$ cat src/rtl/mem_port_arbiter_pkg.sv
// Shared definitions for the unified-memory port arbiter: FSM encodings,
// the NOP returned on a timed-out fetch and the default ack timeout.
package mem_port_arbiter_pkg;

  typedef enum logic [2:0] {
    StIdle  = 3'd0,
    StDWait = 3'd1,
    StIWait = 3'd2,
    StIDrop = 3'd3,
    StResp  = 3'd4
  } arb_state_e;

  localparam logic [31:0]  NopInstr   = 32'h0000_0013;
  localparam int unsigned  DefTimeout = 16;

endpackage

$ cat src/rtl/mem_timeout_ctr.sv
// Saturating wait-cycle counter; expired flags the last permitted waiting cycle.
// A TIMEOUT of 0 disables expiry entirely.
module mem_timeout_ctr #(
  parameter int unsigned TIMEOUT = 16
) (
  input  logic clk,
  input  logic reset,
  input  logic clr,
  input  logic en,
  output logic expired
);

  localparam int unsigned CntW = (TIMEOUT > 0) ? $clog2(TIMEOUT + 1) : 1;
  localparam logic [CntW-1:0] LastCnt = (TIMEOUT > 0) ? CntW'(TIMEOUT - 1) : '0;

  logic [CntW-1:0] r_cnt;

  always_ff @(posedge clk) begin
    if (!reset) begin
      r_cnt <= '0;
    end else if (clr) begin
      r_cnt <= '0;
    end else if (en && (r_cnt != LastCnt)) begin
      r_cnt <= r_cnt + 1'b1;
    end
  end

  assign expired = (TIMEOUT > 0) && (r_cnt >= LastCnt);

endmodule

$ cat src/rtl/mem_port_arbiter.sv
// Arbitrates one single-port memory between the fetch and data ports.
// Data wins collisions; a flushed fetch is run to completion and its data discarded.
module mem_port_arbiter
  import mem_port_arbiter_pkg::*;
#(
  parameter int unsigned        ADDR_W  = 32,
  parameter int unsigned        DATA_W  = 32,
  parameter int unsigned        TIMEOUT = DefTimeout,
  parameter logic [DATA_W-1:0]  NOP     = DATA_W'(NopInstr)
) (
  input  logic              clk,
  input  logic              reset,
  input  logic              i_req,
  input  logic [ADDR_W-1:0] i_addr,
  input  logic              flush,
  output logic [DATA_W-1:0] i_rdata,
  output logic              i_valid,
  output logic              i_stall,
  input  logic              d_req,
  input  logic              d_we,
  input  logic [ADDR_W-1:0] d_addr,
  input  logic [DATA_W-1:0] d_wdata,
  output logic [DATA_W-1:0] d_rdata,
  output logic              d_valid,
  output logic              d_stall,
  output logic              m_req,
  output logic              m_we,
  output logic [ADDR_W-1:0] m_addr,
  output logic [DATA_W-1:0] m_wdata,
  input  logic [DATA_W-1:0] m_rdata,
  input  logic              m_ack,
  output logic              err
);

  arb_state_e        r_state, w_state_nxt;
  logic              r_m_req, w_m_req_nxt;
  logic              r_m_we, w_m_we_nxt;
  logic [ADDR_W-1:0] r_m_addr, w_m_addr_nxt;
  logic [DATA_W-1:0] r_m_wdata, w_m_wdata_nxt;
  logic [DATA_W-1:0] r_i_rdata, w_i_rdata_nxt;
  logic [DATA_W-1:0] r_d_rdata, w_d_rdata_nxt;
  logic              r_i_valid, w_i_valid_nxt;
  logic              r_d_valid, w_d_valid_nxt;
  logic              r_err, w_err_nxt;
  logic              w_ctr_clr, w_ctr_en, w_expired;

  mem_timeout_ctr #(
    .TIMEOUT (TIMEOUT)
  ) u_timeout_ctr (
    .clk     (clk),
    .reset   (reset),
    .clr     (w_ctr_clr),
    .en      (w_ctr_en),
    .expired (w_expired)
  );

  always_comb begin
    w_state_nxt   = r_state;
    w_m_req_nxt   = r_m_req;
    w_m_we_nxt    = r_m_we;
    w_m_addr_nxt  = r_m_addr;
    w_m_wdata_nxt = r_m_wdata;
    w_i_rdata_nxt = r_i_rdata;
    w_d_rdata_nxt = r_d_rdata;
    w_i_valid_nxt = 1'b0;
    w_d_valid_nxt = 1'b0;
    w_err_nxt     = 1'b0;
    w_ctr_clr     = 1'b0;
    w_ctr_en      = 1'b0;
    unique case (r_state)
      StIdle: begin
        w_ctr_clr = 1'b1;
        if (d_req) begin
          w_m_req_nxt   = 1'b1;
          w_m_we_nxt    = d_we;
          w_m_addr_nxt  = d_addr;
          w_m_wdata_nxt = d_wdata;
          w_state_nxt   = StDWait;
        end else if (i_req) begin
          w_m_req_nxt  = 1'b1;
          w_m_we_nxt   = 1'b0;
          w_m_addr_nxt = i_addr;
          w_state_nxt  = StIWait;
        end
      end
      StDWait: begin
        if (m_ack) begin
          w_m_req_nxt   = 1'b0;
          w_d_valid_nxt = 1'b1;
          w_state_nxt   = StResp;
          if (!r_m_we) w_d_rdata_nxt = m_rdata;
        end else if (w_expired) begin
          w_m_req_nxt   = 1'b0;
          w_d_rdata_nxt = '0;
          w_d_valid_nxt = 1'b1;
          w_err_nxt     = 1'b1;
          w_state_nxt   = StResp;
        end else begin
          w_ctr_en = 1'b1;
        end
      end
      StIWait: begin
        // ack beats timeout; a flush only decides whether the result is delivered
        if (m_ack) begin
          w_m_req_nxt = 1'b0;
          if (flush) begin
            w_state_nxt = StIdle;
          end else begin
            w_i_rdata_nxt = m_rdata;
            w_i_valid_nxt = 1'b1;
            w_state_nxt   = StResp;
          end
        end else if (w_expired) begin
          w_m_req_nxt = 1'b0;
          w_err_nxt   = 1'b1;
          if (flush) begin
            w_state_nxt = StIdle;
          end else begin
            w_i_rdata_nxt = NOP;
            w_i_valid_nxt = 1'b1;
            w_state_nxt   = StResp;
          end
        end else begin
          w_ctr_en = 1'b1;
          if (flush) w_state_nxt = StIDrop;
        end
      end
      StIDrop: begin
        if (m_ack) begin
          w_m_req_nxt = 1'b0;
          w_state_nxt = StIdle;
        end else if (w_expired) begin
          w_m_req_nxt = 1'b0;
          w_err_nxt   = 1'b1;
          w_state_nxt = StIdle;
        end else begin
          w_ctr_en = 1'b1;
        end
      end
      StResp:  w_state_nxt = StIdle;
      default: w_state_nxt = StIdle;
    endcase
  end

  always_ff @(posedge clk) begin
    if (!reset) begin
      r_state   <= StIdle;
      r_m_req   <= 1'b0;
      r_m_we    <= 1'b0;
      r_m_addr  <= '0;
      r_m_wdata <= '0;
      r_i_rdata <= '0;
      r_d_rdata <= '0;
      r_i_valid <= 1'b0;
      r_d_valid <= 1'b0;
      r_err     <= 1'b0;
    end else begin
      r_state   <= w_state_nxt;
      r_m_req   <= w_m_req_nxt;
      r_m_we    <= w_m_we_nxt;
      r_m_addr  <= w_m_addr_nxt;
      r_m_wdata <= w_m_wdata_nxt;
      r_i_rdata <= w_i_rdata_nxt;
      r_d_rdata <= w_d_rdata_nxt;
      r_i_valid <= w_i_valid_nxt;
      r_d_valid <= w_d_valid_nxt;
      r_err     <= w_err_nxt;
    end
  end

  assign m_req   = r_m_req;
  assign m_we    = r_m_we;
  assign m_addr  = r_m_addr;
  assign m_wdata = r_m_wdata;
  assign i_rdata = r_i_rdata;
  assign d_rdata = r_d_rdata;
  assign i_valid = r_i_valid;
  assign d_valid = r_d_valid;
  assign err     = r_err;
  assign i_stall = i_req && !r_i_valid;
  assign d_stall = d_req && !r_d_valid;

endmodule

$ cat config.mk
export PLATFORM = sky130hd
export DESIGN_NAME = mem_port_arbiter
export DESIGN_NICKNAME = d
export VERILOG_FILES = /design/src/rtl/mem_port_arbiter_pkg.sv /design/src/rtl/mem_timeout_ctr.sv /design/src/rtl/mem_port_arbiter.sv
export SDC_FILE = /design/constraint.sdc
export NUM_CORES = 1
export LEC_CHECK = 0
export BUFFER_PORTS_ARGS = -buffer_cell sky130_fd_sc_hd__buf_4
export CAP_MARGIN = 20
export CORE_AREA = 2 2 112 114
export CTS_CLUSTER_DIAMETER = 120
export CTS_CLUSTER_SIZE = 40
export DETAILED_ROUTE_END_ITERATION = 8
export DIE_AREA = 0 0 114 116
export GPL_TIMING_DRIVEN = 0
export MAX_ROUTING_LAYER = met4
export PLACE_DENSITY = 0.87
export RECOVER_POWER = 50
export SYNTH_ARGS = -nofsm -noshare
export SYNTH_HDL_FRONTEND = slang
export SYNTH_SLANG_ARGS = --single-unit
$ cat constraint.sdc
create_clock -name clk -period 2.7 [get_ports clk]
set_input_delay 0 -clock clk [delete_from_list [all_inputs] [get_ports clk]]
set_output_delay 0 -clock clk [all_outputs]
set_load 0.005 [all_outputs]
=== Word-level counts from Yosys, hierarchy flattened ===
Cells that the tools add are included.

* Bits in registers: 141
* Bits of input ports: 135
* Output and inout bits: 135

* Add/subtract/negate cells: 1
* Bitwise operators: 2
* Muxes and demuxes: 36
* Order comparisons: 1
* Equal/unequal tests: 12
* Reduce and logical (&&, ||, !) cells: 20

{| class="wikitable"
|+ Operators with widths
! operator !! number
|-
| $mux 32 || 9
|-
| $mux 3 || 10
|-
| $mux 1 || 15
|-
| $pmux 3 s4 || 1
|-
| $reduce_and 2->1 || 4
|-
| $reduce_and 4->1 || 2
|-
| $eq 3x2->1 const B || 2
|-
| $ne 2x2->1 const B || 3
|-
| $ne 3x2->1 const B || 2
|-
| $reduce_and 3->1 || 2
|-
| $reduce_bool 2->1 || 3
|-
| $reduce_or 3->1 || 2
|-
| $add 5x1->5 const B || 1
|-
| $ge 5x4->1 const B || 1
|-
| $ne 5x4->1 const B || 1
|-
| $ne 4x3->1 const B || 1
|-
| $eq 3x1->1 const B || 1
|-
| $logic_and 1x1->1 || 3
|-
| $logic_not 3->1 || 1
|-
| $ne 3x1->1 const B || 1
|-
| $ne 3x3->1 const B || 1
|-
| $logic_not 1->1 || 2
|-
| $not 1->1 || 2
|-
| $pmux 1 s2 || 1
|-
| $reduce_or 2->1 || 1
|}

=== Longest topological paths before layout ===
Gate-level depths: netlist of the first run.

* Word-level depth: 5
* Gate-level depth with buffers: 8
* Depth with buffers taken out: 7

=== Cells and area by module ===
From an unflattened synthesis of the first run, not the netlist that was laid out.

* Cell total of the unflattened synthesis: 641
* Area, all modules: 5858.1 um^2

{| class="wikitable"
|+ Modules (own cells, without submodules)
! module !! seq. area each (um^2) !! area an instance (um^2) !! times used !! cells each
|-
| mem_port_arbiter || 2722.6 || 5602.9 || 1 || 612
|-
| mem_timeout_ctr || 100.1 || 255.2 || 1 || 29
|}

=== Worst setup path before layout of the first run ===
No wires, ideal clock.

* Kind: reg-to-reg
* Start point: register u_timeout_ctr.r_cnt[0]
* End point: register r_i_rdata[4] (netlist: i_rdata[4])
* Setup slack: 0.676 ns
* Arrival time: 1.905 ns
* Cell stages (with the launch flop): 9
* Data required time: 2.581 ns
* Setup time: 0.119 ns
* Period minus slack after synthesis: 2.024 ns
* Path through: dfxtp_1 > ha_1 > and3_1 > ha_1 > nor4_4 > nor2b_1 > buf_2 > buf_2 > o221a_1

* Longest elaborated chain between the ends: 3
* Elaborated cells on any way between the ends: 4
* Those cells by class: order compare (1); eq/ne (1); reduce/logical (2)

{| class="wikitable"
|+ Ends and longest elaborated chain
! element !! line !! RTL
|-
| from (decl) || mem_timeout_ctr.sv:16 || <nowiki>logic [CntW-1:0] r_cnt;</nowiki>
|-
| from (signal assigned) || mem_timeout_ctr.sv:24 || <nowiki>r_cnt <= r_cnt + 1'b1;</nowiki>
|-
| $ge 5x4->1 * || mem_timeout_ctr.sv:28 || <nowiki>assign expired = (TIMEOUT > 0) && (r_cnt >= LastCnt);</nowiki>
|-
| $ne 2x2->1 (no line) / $reduce_bool 2->1 (equally long branches) || - ||
|-
| $reduce_and 4->1 (no line) * || - ||
|-
| to (signal assigned) || mem_port_arbiter.sv:163 || <nowiki>r_i_rdata <= w_i_rdata_nxt;</nowiki>
|-
| to (decl) || mem_port_arbiter.sv:40 || <nowiki>logic [DATA_W-1:0] r_i_rdata, w_i_rdata_nxt;</nowiki>
|}

Mark *: on every way between the ends. The rest lies on a longest branch, timed or not.
A chain may end at the register's enable or synchronous reset.

=== Worst setup path in the final report of the first run ===
Same ends and word-level chain as after synthesis.

==> results.md, run 1 <==
Floorplanning:
- In this run the count of I/O pins placed on the die edge is 270.
- The starting density of the core is 0.4570.
- Measured along the x axis, the die boundary spans 114 um.
- The count of standard-cell rows is 40.
- The total area inside the core boundary comes to 0.01191 mm2.
- The die covers 0.01322 mm2.
- The chip height is 116 um.

Worst setup path:
- Setup slack on the worst reg-to-reg path comes out at 0.46 ns.
- The setup path with the least slack is of type flip-flop to flip-flop.
- The capture point of the worst reg-to-reg path is i_rdata[4]$_SDFFE_PN0P_.
- The critical path arrival is 2.56 ns.
- In this run the worst path has a maximum fanout of 10.
- The beginning of the worst register-to-register path is u_timeout_ctr.r_cnt[0]$_SDFFE_PP0P_.
- Following the worst setup path forward leads to its endpoint at i_rdata[4]$_SDFFE_PN0P_.
- On the worst path, the slowest cell contributes a delay of 0.43 ns.
- The signal on the critical path passes through ha_1, and3_1, ha_1, nor4_4, nor2b_1, buf_2, buf_2, o221a_1.
- STA classifies the critical path startpoint as a flip-flop.
- The origin of the worst setup path is u_timeout_ctr.r_cnt[0]$_SDFFE_PP0P_.
- Data on the critical path is required at its endpoint by 3.02 ns.
- The depth of the worst register-to-register path is 8.
- On the critical path, the stage with the largest delay is an instance of sky130_fd_sc_hd__nor4_4.
- STA classifies the critical path endpoint as a flip-flop.

STA:
- Setup repair after global routing left no endpoint under its margin.
- The final setup TNS is 0 ns.
- The transition time of the tightest slew-check pin is 0.7207 ns.
- The highest clock frequency the design can meet is 446.1 MHz.
- The count of endpoints failing hold in the final timing report is 0.
- Setup violations remaining at the end of the flow were counted as 0.
- The worst-case setup margin in the final layout is 0.4585 ns.
- The smallest clock period supported by the final layout is computed as 2.242 ns.
- The clock skew is 0.008727 ns.
- The final period utilization is 0.8302.
- The worst-case headroom to the max-slew limit is 0.5195.
- The number of pins with negative max-slew slack in the final report came to 0.

Placement:
- Input and output buffers added on the ports amount to 268.
- Detailed placement finished with a half-perimeter wire length of 12340 um.
- At the placement stage, the worst setup path has a slack of 0.4815 ns.
- At the end of routability-driven placement, the weighted congestion stood at 0.8275.

Synthesis:
- For this run, the leading register cell type out of synthesis is sky130_fd_sc_hd__dfxtp_1.
- By area the synthesized netlist is led by sky130_fd_sc_hd__dfxtp_1 52%, sky130_fd_sc_hd__nand2_1 13%, sky130_fd_sc_hd__o22ai_1 7.0%.
- The net count after synthesis is 737.
- The warning count from the yosys run is 0.
- In this run, distinct cell masters in the synthesized netlist total 40.
- The sequential share of the synthesized area is 0.5185.
- A synthesized cell averages 9.073 um2.
- The synthesized design contains 141 register bits.
- Counting every instance in the synthesized netlist gives 600.
- The fraction of synthesis flops using an asynchronous set or reset pin is 0.
- The cell area that synthesis handed to floorplanning was 0.005444 mm2.
- Of the post-synthesis cell area, the dominant cell type holds 0.5185.
- The largest total area in the synthesized netlist belongs to sky130_fd_sc_hd__dfxtp_1.
- The number of synthesized flops with an enable pin is 0.

Global routing:
- For this run, the total global-route usage over all layers was measured as 0.3334.
- The maximum number of pins on one net before global-route repair is 17.
- The number of antenna violations at the first check in global routing is 0.
- The first global-routing pass estimated 32890 um of wire.
- The via count of the first global-routing pass is 6539.
- The total overflow left after global routing is 0.

Route:
- The number of detailed-route iterations in the first pass is 5.
- The routed design has 21850 um of wire.
- The DRC violation count after routing is 0.
- The total via count after detailed routing is 6449.
- The count of nets left with antenna violations after detail routing is 0.
- The via-per-instance ratio is 5.470.
- The iteration-0 DRC count of the detailed router is 764.
- After detailed routing, the average wire length per cell comes to 18.54 um.

Pwr:
- The total power per unit cell area is 618.1 mW/mm2.
- The analysis attributes to cell leakage a power of 4.404 nW.
- The switching portion of total power is 0.2461.
- Summing internal, switching and leakage power gives 5.834 mW.
- The sequential cell fraction of total power is 0.392.
- The share of total power dissipated in the clock network is 0.437.
- Of the total power, combinational logic draws 0.171.
- Summed over all nets, the switching power comes to 1.436 mW.
- The cell-internal power is 4.398 mW.
- The worst ir drop on vdd is 0.4571 mV.

Clock network:
- The clock input transition at the sequential cells of the worst setup and hold paths is 0.06 ns.
- TritonCTS built the clock tree.
- The TritonCTS buffer count is 17.
- The deepest clock path buffer count is 2.
- The later pin in the worst-skew pair is clocked with a latency of 0.43 ns.
- In this run, post-CTS repair resized a total of 0 instances.
- In this run the number of H-tree levels came out at 4.
- The clock drives 141 sinks.
- The count of hold buffers inserted by post-cts repair is 133.
- The tree is rooted in a sky130_fd_sc_hd__clkbuf_16.
- Post-CTS timing repair inserted 0 buffers for setup.

Final layout:
- The repair_antennas step left the layout with diodes totalling 0.
- The layout-stage area growth over the synthesis result is 73.36%.
- Of the cells placed in the final design, the portion with a size suffix greater than 1 is 0.2723.
- For this run, the post-layout net count is 1157.

Hold path:
- The worst hold path belongs to the class input pin to flip-flop.

Job:
- Across the run, the number of max-cap violations was 0.

Run status:
- The run finished with clean final reports.
==> critical path, delay by kind of cell, from the launching register on <==
family,cells,cell delay [ns]
AND/OR/NAND/NOR,3,0.71
AO/OA/AOI/OAI,1,0.25
adder cells (fa/ha/maj),2,0.48
flip-flops,1,0.34
buffers and inverters,2,0.36
==> power by group through the flow <==
stage	Combinational [mW]	Sequential (mW)	Clock, mW
floorplan	0.350	2.33	0
global placement	0.803	2.32	0
detailed placement	0.814	2.32	0
CTS	0.988	2.28	2.55
global route	1.06	2.30	2.66
finish	0.997	2.29	2.55
==> Yosys cell counts, types with 2 or more instances <==
master	instances
sky130_fd_sc_hd__a21boi_0	5
sky130_fd_sc_hd__a21boi_1	28
sky130_fd_sc_hd__a21oi_1	2
sky130_fd_sc_hd__and3_1	2
sky130_fd_sc_hd__buf_2	19
sky130_fd_sc_hd__clkbuf_1	30
sky130_fd_sc_hd__dfxtp_1	141
sky130_fd_sc_hd__ha_1	2
sky130_fd_sc_hd__inv_1	3
sky130_fd_sc_hd__mux2i_1	34
sky130_fd_sc_hd__nand2_1	194
sky130_fd_sc_hd__nand2b_1	4
sky130_fd_sc_hd__nor2_1	12
sky130_fd_sc_hd__nor2b_1	2
sky130_fd_sc_hd__nor3_1	3
sky130_fd_sc_hd__o211a_1	32
sky130_fd_sc_hd__o21a_1	2
sky130_fd_sc_hd__o21ai_0	2
sky130_fd_sc_hd__o221a_2	2
sky130_fd_sc_hd__o22ai_1	61
==> sequential cells by signal, indices dropped and copies added, names as in the netlist <==
name                 cells
m_wdata                 32
d_rdata                 32
i_rdata                 32
m_addr                  32
u_timeout_ctr.r_cnt      5
m_req                    1
i_valid                  1
d_valid                  1
m_we                     1
err                      1
r_state                  3
==> cells in the final DEF, fill, tap and decap left out, types with 3 or more instances in the layout <==
master and n:
sky130_fd_sc_hd__a21boi_0 5, sky130_fd_sc_hd__a21boi_1 28, sky130_fd_sc_hd__buf_2 18, sky130_fd_sc_hd__buf_4 134, sky130_fd_sc_hd__bufinv_16 5, sky130_fd_sc_hd__clkbuf_1 77, sky130_fd_sc_hd__clkbuf_16 17, sky130_fd_sc_hd__clkbuf_4 91
sky130_fd_sc_hd__clkinvlp_4 3, sky130_fd_sc_hd__dfxtp_1 141, sky130_fd_sc_hd__dlygate4sd3_1 133, sky130_fd_sc_hd__inv_1 3, sky130_fd_sc_hd__mux2i_1 34, sky130_fd_sc_hd__nand2_1 194, sky130_fd_sc_hd__nand2b_1 4, sky130_fd_sc_hd__nor2_1 12
sky130_fd_sc_hd__nor3_1 4, sky130_fd_sc_hd__o211a_1 32, sky130_fd_sc_hd__o22ai_1 61
==> layer usage <==
| layer | GRT usage | vias to the layer above | routed length [um] | share of wire |
|---|---|---|---|---|
| met2 | 0.5841 | 382 | 11280 | 0.52 |
| met4 | 0.1780 | 0 | 992 | 0.045 |
| li1 | - | 2931 | - | - |
| met1 | 0.3474 | 3044 | 8000 | 0.37 |
| met5 | - | - | 0 | 0 |
| met3 | 0.08054 | 92 | 1583 | 0.072 |
==> worst min path at each step <==
stage               start                  endpoint  slack (ns)  depth (start not counted)
6_report            d_req  m_wdata[31]$_SDFFE_PN0P_        0.21                          4
5_1_grt             d_req   m_wdata[0]$_SDFFE_PN0P_        0.25                          4
4_1_cts             d_req  m_wdata[31]$_SDFFE_PN0P_        0.20                          4
3_5_place_dp   d_wdata[2]   m_wdata[2]$_SDFFE_PN0P_        0.26                          3
3_3_place_gp   d_wdata[3]   m_wdata[3]$_SDFFE_PN0P_        0.25                          3
2_1_floorplan       i_req                   i_stall        0.12                          1
==> through the flow <==
stage | utilization | cells | instance area [um2] | hold WS, ns
floorplan | - | 600 | 5444 | 0.1169
global placement | 0.6414 | 1015 | 7640 | 0.2485
detailed placement | 0.6414 | 1015 | 7640 | 0.2552
CTS | 0.8067 | 1179 | 9609 | 0.1994
global route | 0.7923 | 1179 | 9438 | 0.2496
finish | 0.7923 | 1179 | 9438 | 0.2055
==> kinds of logic after synthesis <==
| kind of cell | after synthesis | synth area share |
|---|---|---|
| flops | 141 | 0.5185 |
| mux | 34 | 0.06252 |
| xor+xnor | 1 | 0.001609 |
| fa+ha+maj | 2 | 0.004596 |
| simple gates | 226 | 0.1726 |
| buf+inv | 55 | 0.04321 |
| compound gates | 141 | 0.1970 |
==> layout make-up <==
cell class | count | area [um2]
timing repair buffer | 401 | 3178
sequential | 141 | 2823
fill | 735 | 2474
multi-input combinational | 404 | 2381
clock buffer | 20 | 446.7
buffer | 52 | 222.7
clock inverter | 11 | 191.4
tap | 147 | 183.9
inverter | 3 | 11.26
Note: power is estimated with default switching activity, not from simulation.
==> run 2: changes to the inputs <==
--- a/config.mk
+++ b/config.mk
@@ -7,14 +7,14 @@
 export LEC_CHECK = 0
 export BUFFER_PORTS_ARGS = -buffer_cell sky130_fd_sc_hd__buf_4
 export CAP_MARGIN = 20
-export CORE_AREA = 2 2 112 114
+export CORE_AREA = 2 2 119 121
 export CTS_CLUSTER_DIAMETER = 120
 export CTS_CLUSTER_SIZE = 40
 export DETAILED_ROUTE_END_ITERATION = 8
-export DIE_AREA = 0 0 114 116
+export DIE_AREA = 0 0 121 123
 export GPL_TIMING_DRIVEN = 0
 export MAX_ROUTING_LAYER = met4
-export PLACE_DENSITY = 0.87
+export PLACE_DENSITY = 0.82
 export RECOVER_POWER = 50
 export SYNTH_ARGS = -nofsm -noshare
 export SYNTH_HDL_FRONTEND = slang
==> constraint.sdc (replaced) <==
create_clock -name clk -period 1.9 [get_ports clk]
set_input_delay 0 -clock clk [delete_from_list [all_inputs] [get_ports clk]]
set_output_delay 0 -clock clk [all_outputs]
set_load 0.005 [all_outputs]
==> run 2 against run 1 <==
Net effect: first-iteration DRC count decreased by 52%; sequential power increased by 42%; via count decreased by 4.0%; clock-buffer cell count unchanged; routed wire length decreased by 6.8%; critical endpoint unchanged; largest power group unchanged.
==> results.md, run 2 (synthesized netlist as in run 1, its figures left out) <==
Route:
- The count of nets left with antenna violations after detail routing is 0 (unchanged).
- The wire length after detailed routing is 20380 um (-6.8%).
- The routed wirelength normalized by instance count is 16.81 um (-9.3%).
- The iteration-0 DRC count of the detailed router was 365 (-52%).
- The number of detailed-route iterations in the first pass came to 5 (unchanged).
- The total via count after detailed routing is 6192 (-4.0%).
- The via-per-instance ratio came to 5.109 (-6.6%).
- The DRC violation count after routing is 0 (unchanged).

STA:
- The count of endpoints failing hold in the final timing report was 0 (unchanged).
- Setup repair after global routing could not meet its margin everywhere.
- The worst-case headroom to the max-slew limit is 0.5434 (+0.02393).
- The highest clock frequency the design can meet came to 539.8 MHz (+21%).
- The total setup violations reported at the end of the flow is 0 (unchanged).
- The transition time of the tightest slew-check pin is 0.6848 ns (-0.03590 ns).
- The clock skew is 0.01261 ns (+0.003881 ns).
- The worst-case setup margin in the final layout is 0.04743 ns (-0.4111 ns).
- The number of pins with negative max-slew slack in the final report is 0 (unchanged).
- The final period utilization is 0.9750 (+0.1449).
- The time the final worst path needs with I/O delays and setup is 1.853 ns (-0.3889 ns).

Worst setup path:
- The critical path arrival was 2.16 ns (-0.40 ns).
- The capture point of the worst reg-to-reg path is i_rdata[4]$_SDFFE_PN0P_.
- Tracing the worst setup path back leads to its startpoint at u_timeout_ctr.r_cnt[0]$_SDFFE_PP0P_.
- The worst register-to-register path begins at u_timeout_ctr.r_cnt[0]$_SDFFE_PP0P_.
- The peak per-stage delay on the critical path came to 0.35 ns (-0.08 ns).
- The most common cell type on the critical path is sky130_fd_sc_hd__ha_4.
- The kind of start point of the critical path is a flip-flop.
- The critical path start-end classification is flip-flop to flip-flop.
- The worst reg-to-reg setup slack is 0.05 ns (-0.41 ns).
- Walking the worst path, the cells encountered are ha_4, and3_4, ha_4, nor4_4, nor2b_1, buf_2, buf_6, o221a_1.
- The depth of the worst register-to-register path is 8 (unchanged).
- The sum of buffers and inverters on the critical path is 2 (unchanged).
- The largest fanout of any net on the critical path is 10 (unchanged).
- In this design, the largest share of critical-path delay is due to simple AND/OR/NAND/NOR gates.
- The required time at the worst-slack endpoint is 2.21 ns (-0.81 ns).
- The slowest stage of the critical path belongs to the cell sky130_fd_sc_hd__dfxtp_2.
- The sort of element at the end of the critical path is a flip-flop.

Clock network:
- The insertion delay of the later-clocked pin in the worst-skew pair is 0.42 ns (about the same).
- The number of H-tree levels was 4 (unchanged).
- The TritonCTS buffer count came to 17 (unchanged).
- TritonCTS built the clock tree.
- The root buffer cell chosen for the clock tree is sky130_fd_sc_hd__clkbuf_16.
- The deepest clock path buffer count is 2 (unchanged).
- The clock input transition at the sequential cells of the worst setup and hold paths is 0.06 ns (about the same).
- The clock net sink count is 141 (unchanged).

Pwr:
- The worst ir drop on vdd is 0.5718 mV (+25%).
- The leakage power total is 4.427 nW (+0.52%).
- The total power per unit cell area is 864.9 mW/mm2 (+40%).

Global routing:
- The via count of the first global-routing pass was 6223 (-4.8%).
- The wire length of the first global-routing pass came to 31020 um (-5.7%).
- The number of antenna violations at the first check in global routing came to 0 (unchanged).
- The maximum number of pins on one net before global-route repair is 17 (unchanged).
- The overall track demand over capacity in global routing was 0.2767 (-0.05670).
- The total grt overflow came to 0 (unchanged).

Floorplanning:
- The chip height is 123 um (+6.0%).
- The full die area is 0.01488 mm2 (+13%).
- The starting density of the core is 0.3999 (-0.05709).
- The floorplan die width is 121 um (+6.1%).
- The core area is 0.01361 mm2 (+14%).
- The top-level port count is 270 (unchanged).
- The count of standard-cell rows is 43 (+7.5%).

Final layout:
- The area of all placed cells without fillers is 0.009557 mm2 (+1.3%).
- The layout-stage area growth over the synthesis result is 75.55%.
- The share of post-route cells with drive strength above 1 is 0.2829 (+0.01066).
- In the layout the commonest cells are 194 x sky130_fd_sc_hd__nand2_1, 139 x sky130_fd_sc_hd__dfxtp_1, 137 x sky130_fd_sc_hd__buf_4.
- The library cell used most frequently in the layout, excluding fill and tap cells, is sky130_fd_sc_hd__nand2_1.
- The area used by sequential logic in the layout is 0.002825 mm2 (about the same).
- The area of the multi-input gates is 0.002430 mm2 (+2.0%).
- The total inserted antenna cells is 0 (unchanged).
- The final net count is 1158 (+0.086%).
- The count of fill cells added during filler insertion is 986 (+34%).

Hold path:
- The hold path depth was 4 (unchanged).
- The path with the worst hold slack has its endpoint at m_wdata[0]$_SDFFE_PN0P_.
- The startpoint of the most critical hold path is d_req.
- The worst min-delay path category is input pin to flip-flop.

Placement:
- The placer's final routability congestion estimate is 0.7904 (-4.5%).
- The post-placement worst setup slack is -0.1958 ns (-0.6773 ns).
- The placed standard-cell area came to 0.007720 mm2 (+1.0%).
- The count of buffers inserted at the top-level ports was 268 (unchanged).
- The half-perimeter wire length after placement was 12560 um (+1.7%).

Job:
- The max capacitance violation total is 0 (unchanged).

Run status:
- The run finished with clean final reports.
==> run 2: area by class of cell <==
cell class	instances	share of cell area
tap	180	0.02357
multi-input combinational	404	0.2543
clock buffer	20	0.04674
buffer	51	0.02448
sequential	141	0.2956
inverter	3	0.001178
clock inverter	10	0.01964
timing repair buffer	403	0.3345
==> run 2: where the power goes <==
| group | total (mW) | internal [mW] | switching (mW) |
|---|---|---|---|
| logic | 1.41 | 0.772 | 0.636 |
| clock network | 3.61 | 2.36 | 1.26 |
| registers | 3.25 | 3.14 | 0.104 |
==> run 2: timing repair <==
action | 4_1_cts | 5_1_grt
setup endpoints to repair | 46 | 77
resized for setup | 0 | 10
buffers inserted | 1 | 1
hold buffers | 133 | 0
hold endpoints to repair | 134 | 0
pin swaps | 1 | 1
==> run 2: per-layer routing <==
metal | part of all wire | up-vias | GRT usage
met5 | 0 | - | -
li1 | - | 2929 | -
met1 | 0.39 | 2903 | 0.2956
met4 | 0.035 | 0 | 0.1177
met2 | 0.51 | 291 | 0.4846
met3 | 0.065 | 69 | 0.07426
==> run 2: worst register-to-register path, delay by kind of cell, from the launching register on <==
| kind | cells | cell delay (ns) |
|---|---|---|
| simple gates | 3 | 0.52 |
| flops | 1 | 0.35 |
| compound gates | 1 | 0.24 |
| buf+inv | 2 | 0.30 |
| fa+ha+maj | 2 | 0.34 |
==> run 2: worst max path at each step <==
stage	to	slack [ns]	depth (start not counted)
after CTS	m_addr[10]$_SDFFE_PN0P_	0.05	6
after global routing	i_rdata[4]$_SDFFE_PN0P_	-0.03	8
after floorplan	i_rdata[4]$_SDFFE_PN0P_	0.007	8
after detailed placement	i_rdata[4]$_SDFFE_PN0P_	-0.20	8
final	i_rdata[4]$_SDFFE_PN0P_	0.05	8
after global placement	i_rdata[4]$_SDFFE_PN0P_	-0.12	8
==> run 2: through the flow <==
step	cells	power, mW	utilization	TNS [ns]	hold WS (ns)
3_5_place_dp	1048	4.466	0.5671	-1.982	0.2576
6_report	1212	8.265	0.7021	0	0.2329
3_3_place_gp	1048	4.441	0.5671	-0.3246	0.2479
2_1_floorplan	600	3.806	-	0	0.1169
5_1_grt	1212	8.583	0.7021	-0.03177	0.2935
4_1_cts	1212	8.302	0.7121	0	0.1983
==> run 3: changes to the inputs <==
--- a/config.mk
+++ b/config.mk
@@ -14,7 +14,7 @@
 export DIE_AREA = 0 0 121 123
 export GPL_TIMING_DRIVEN = 0
 export MAX_ROUTING_LAYER = met4
-export PLACE_DENSITY = 0.82
+export PLACE_DENSITY = 0.73
 export RECOVER_POWER = 50
 export SYNTH_ARGS = -nofsm -noshare
 export SYNTH_HDL_FRONTEND = slang
==> constraint.sdc (replaced) <==
create_clock -name clk -period 1.9 [get_ports clk]
set_input_delay 0 -clock clk [delete_from_list [all_inputs] [get_ports clk]]
set_output_delay 0 -clock clk [all_outputs]
set_load 0.02 [all_outputs]
==> run 3 against run 2 <==
Net effect: final cell count grew 0.17%; largest cell class unchanged; sequential cell count unchanged; via count fell by 1.6%; critical endpoint is now d_rdata[15]$_SDFFE_PN0P_; routed wire length fell by 3.8%; clock-buffer cell count unchanged; die area unchanged.
==> results.md, run 3 (synthesized netlist as in run 1, its figures left out) <==
Global routing:
- The via count of the first global-routing pass is 6033 (-3.1%).
- The overall track demand over capacity in global routing is 0.2640 (-0.01272).
- The maximum number of pins on one net before global-route repair is 17 (unchanged).
- The number of antenna violations at the first check in global routing is 0 (unchanged).
- The total grt overflow is 0 (unchanged).
- The wire length of the first global-routing pass is 29880 um (-3.6%).

Placement:
- The post-placement worst setup slack is -0.1305 ns (+0.06537 ns).
- The half-perimeter wire length after placement is 12330 um (-1.8%).
- The count of buffers inserted at the top-level ports is 268 (unchanged).
- The placer's final routability congestion estimate was 0.8053 (+1.9%).

STA:
- The highest clock frequency the design can meet was 555.2 MHz (+2.9%).
- The worst-case setup margin in the final layout was 0.09888 ns (+0.05146 ns).
- The final setup TNS was 0 ns (unchanged).
- Setup repair after global routing could not meet its margin everywhere.
- The clock skew is 0.01017 ns (-0.002439 ns).
- The total setup violations reported at the end of the flow was 0 (unchanged).
- The count of endpoints failing hold in the final timing report is 0 (unchanged).
- The number of pins with negative max-slew slack in the final report is 0 (unchanged).
- The final period utilization came to 0.9480 (-0.02708).
- The worst-case headroom to the max-slew limit is 0.5622 (+0.01875).
- The time the final worst path needs with I/O delays and setup is 1.801 ns (-0.05146 ns).
- The transition time of the tightest slew-check pin was 0.6567 ns (-0.02813 ns).

Worst setup path:
- The end of the critical path is d_rdata[15]$_SDFFE_PN0P_.
- In this run the critical register-to-register path is launched from u_timeout_ctr.r_cnt[1]$_SDFFE_PP0P_.
- The worst reg-to-reg setup slack was 0.1 ns (+0.05 ns).
- The largest fanout of any net on the critical path came to 10 (unchanged).
- The origin of the worst setup path is u_timeout_ctr.r_cnt[1]$_SDFFE_PP0P_.
- The endpoint identified for the worst register-to-register timing path is d_rdata[15]$_SDFFE_PN0P_.
- The kind of start point of the critical path is a flip-flop.
- The critical path start-end classification is flip-flop to flip-flop.
- The required time at the worst-slack endpoint came to 2.20 ns (about the same).
- The count of cell instances traversed by the critical path is 7 (-1).
- The sort of element at the end of the critical path is a flip-flop.
- The cell family contributing the most delay on the critical path is compound AO/OA/AOI/OAI gates.
- Walking the worst path, the cells encountered are ha_4, and3_4, ha_4, nor4_4, a211oi_2, clkbuf_4, o22ai_1.
- The critical path arrival is 2.10 ns (-0.06 ns).
- The sum of buffers and inverters on the critical path was 1 (-1).
- The depth of the worst register-to-register path was 7 (-1).
- The largest individual stage delay along the critical path comes from the cell sky130_fd_sc_hd__dfxtp_2.
- Among the stages of the critical path, the cell type that occurs most often is sky130_fd_sc_hd__ha_4.
- The peak per-stage delay on the critical path is 0.37 ns (+0.02 ns).

Pwr:
- The worst ir drop on vdd came to 0.5642 mV (-1.3%).
- The total power per unit cell area is 863.9 mW/mm2 (-0.11%).
- The total chip power was 7.883 mW (-4.6%).
- The leakage power total is 4.047 nW (-8.6%).

Route:
- The routed wirelength normalized by instance count is 16.14 um (-4.0%).
- The iteration-0 DRC count of the detailed router is 338 (-7.4%).
- The via-per-instance ratio is 5.021 (-1.7%).
- The DRC violation count after routing is 0 (unchanged).
- The total via count after detailed routing is 6096 (-1.6%).
- The wire length after detailed routing is 19590 um (-3.8%).
- The number of detailed-route iterations in the first pass was 5 (unchanged).
- The count of nets left with antenna violations after detail routing is 0 (unchanged).

Clock network:
- The TritonCTS buffer count is 17 (unchanged).
- The number of H-tree levels came to 4 (unchanged).
- The insertion delay of the later-clocked pin in the worst-skew pair is 0.43 ns (about the same).
- The clock input transition at the sequential cells of the worst setup and hold paths is 0.06 ns (about the same).
- The deepest clock path buffer count is 2 (unchanged).
- The cell chosen for the clock root is sky130_fd_sc_hd__clkbuf_16.
- The clock tree from TritonCTS is done.
- The clock net sink count was 141 (unchanged).

Final layout:
- In the layout the commonest cells are 194 x sky130_fd_sc_hd__nand2_1, 163 x sky130_fd_sc_hd__clkbuf_1, 139 x sky130_fd_sc_hd__dfxtp_1.
- The count of fill cells added during filler insertion came to 1184 (+20%).
- The total inserted antenna cells is 0 (unchanged).
- The most common cell after layout, fill and taps aside is sky130_fd_sc_hd__nand2_1.
- The share of post-route cells with drive strength above 1 is 0.1963 (-0.08662).
- The area of the multi-input gates is 0.002422 mm2 (-0.31%).
- The final net count came to 1158 (unchanged).
- The area used by sequential logic in the layout came to 0.002825 mm2 (unchanged).
- The area growth from synthesis to layout is 67.62%.

Floorplanning:
- The full die area came to 0.01488 mm2 (unchanged).
- The count of standard-cell rows was 43 (unchanged).
- The core area is 0.01361 mm2 (unchanged).
- The floorplan die width is 121 um (unchanged).
- The top-level port count was 270 (unchanged).
- The starting density of the core came to 0.3999 (unchanged).
- The chip height is 123 um (unchanged).

Run status:
- The flow ran to the end, and the final reports show no timing, DRC or antenna violations.

Job:
- The max capacitance violation total is 0 (unchanged).

Hold path:
- The worst min-delay path category is input pin to flip-flop.
==> run 3: changes by cell type in the layout (fill, tap and decap cells not counted), moves of 2 or more <==
cell                         previous run  this run
sky130_fd_sc_hd__clkbuf_1              72       163
sky130_fd_sc_hd__clkbuf_4              93         2
sky130_fd_sc_hd__bufinv_16              5         1
sky130_fd_sc_hd__clkinv_4               0         3
sky130_fd_sc_hd__clkinvlp_4             2         5
sky130_fd_sc_hd__clkbuf_2               4         6
==> run 3: worst register-to-register path: stages, from the launching register on <==
cell,delay (ns)
sky130_fd_sc_hd__dfxtp_2,0.37
sky130_fd_sc_hd__ha_4,0.15
sky130_fd_sc_hd__and3_4,0.19
sky130_fd_sc_hd__ha_4,0.14
sky130_fd_sc_hd__nor4_4,0.05
sky130_fd_sc_hd__a211oi_2,0.37
sky130_fd_sc_hd__clkbuf_4,0.31
sky130_fd_sc_hd__o22ai_1,0.10
==> run 3: repair_timing <==
action / 4_1_cts / 5_1_grt
pin swaps: 1 / 0
buffers inserted: 1 / 0
gates resized for setup: 0 / 13
hold endpoints to repair: 134 / 0
hold buffers: 133 / 0
endpoints found under the setup margin: 26 / 37
==> run 3: worst min-delay path by stage <==
stage / startpoint / end / slack [ns] / cells past startpoint
detailed placement: d_wdata[7] / m_wdata[7]$_SDFFE_PN0P_ / 0.26 / 3
finish: d_req / m_wdata[31]$_SDFFE_PN0P_ / 0.28 / 4
CTS: d_req / r_state[0]$_SDFFE_PN0P_ / 0.23 / 4
global placement: d_wdata[15] / m_wdata[15]$_SDFFE_PN0P_ / 0.25 / 3
global route: d_req / m_wdata[31]$_SDFFE_PN0P_ / 0.34 / 4
floorplan: d_wdata[10] / m_wdata[10]$_SDFFE_PN0P_ / 0.13 / 2
==> run 3: final cells by class <==
type	instances	area share
multi-input cells	404	0.2655
flip-flops and latches	141	0.3096
clock buffers	20	0.04785
plain buffers	52	0.02633
well taps	180	0.02468
inverters	3	0.001234
repair buffers	402	0.3121
clock inverters	12	0.01275
==> run 3: stage by stage <==
stage | util | area (um2) | instances | hold slack, ns
global route | 0.6704 | 9125 | 1214 | 0.3353
global placement | 0.5671 | 7720 | 1048 | 0.2484
detailed placement | 0.5671 | 7720 | 1048 | 0.2566
finish | 0.6704 | 9125 | 1214 | 0.2810
CTS | 0.7061 | 9612 | 1214 | 0.2309
floorplan | - | 5483 | 600 | 0.1349
==> run 3: power by group <==
part           leakage, nW  total (mW)  switching, mW  internal (mW)
clock                0.253        3.13           1.32           1.81
sequential            1.15        3.24         0.0939           3.14
combinational         2.64        1.52          0.826          0.691
==> run 3: layer usage <==
layer / GRT usage / vias to the layer above / routed length, um
met5: - / - / 0
met4: 0.1148 / 0 / 623
met3: 0.06042 / 53 / 1286
met2: 0.4364 / 282 / 9593
met1: 0.3088 / 2835 / 8090
li1: - / 2926 / -
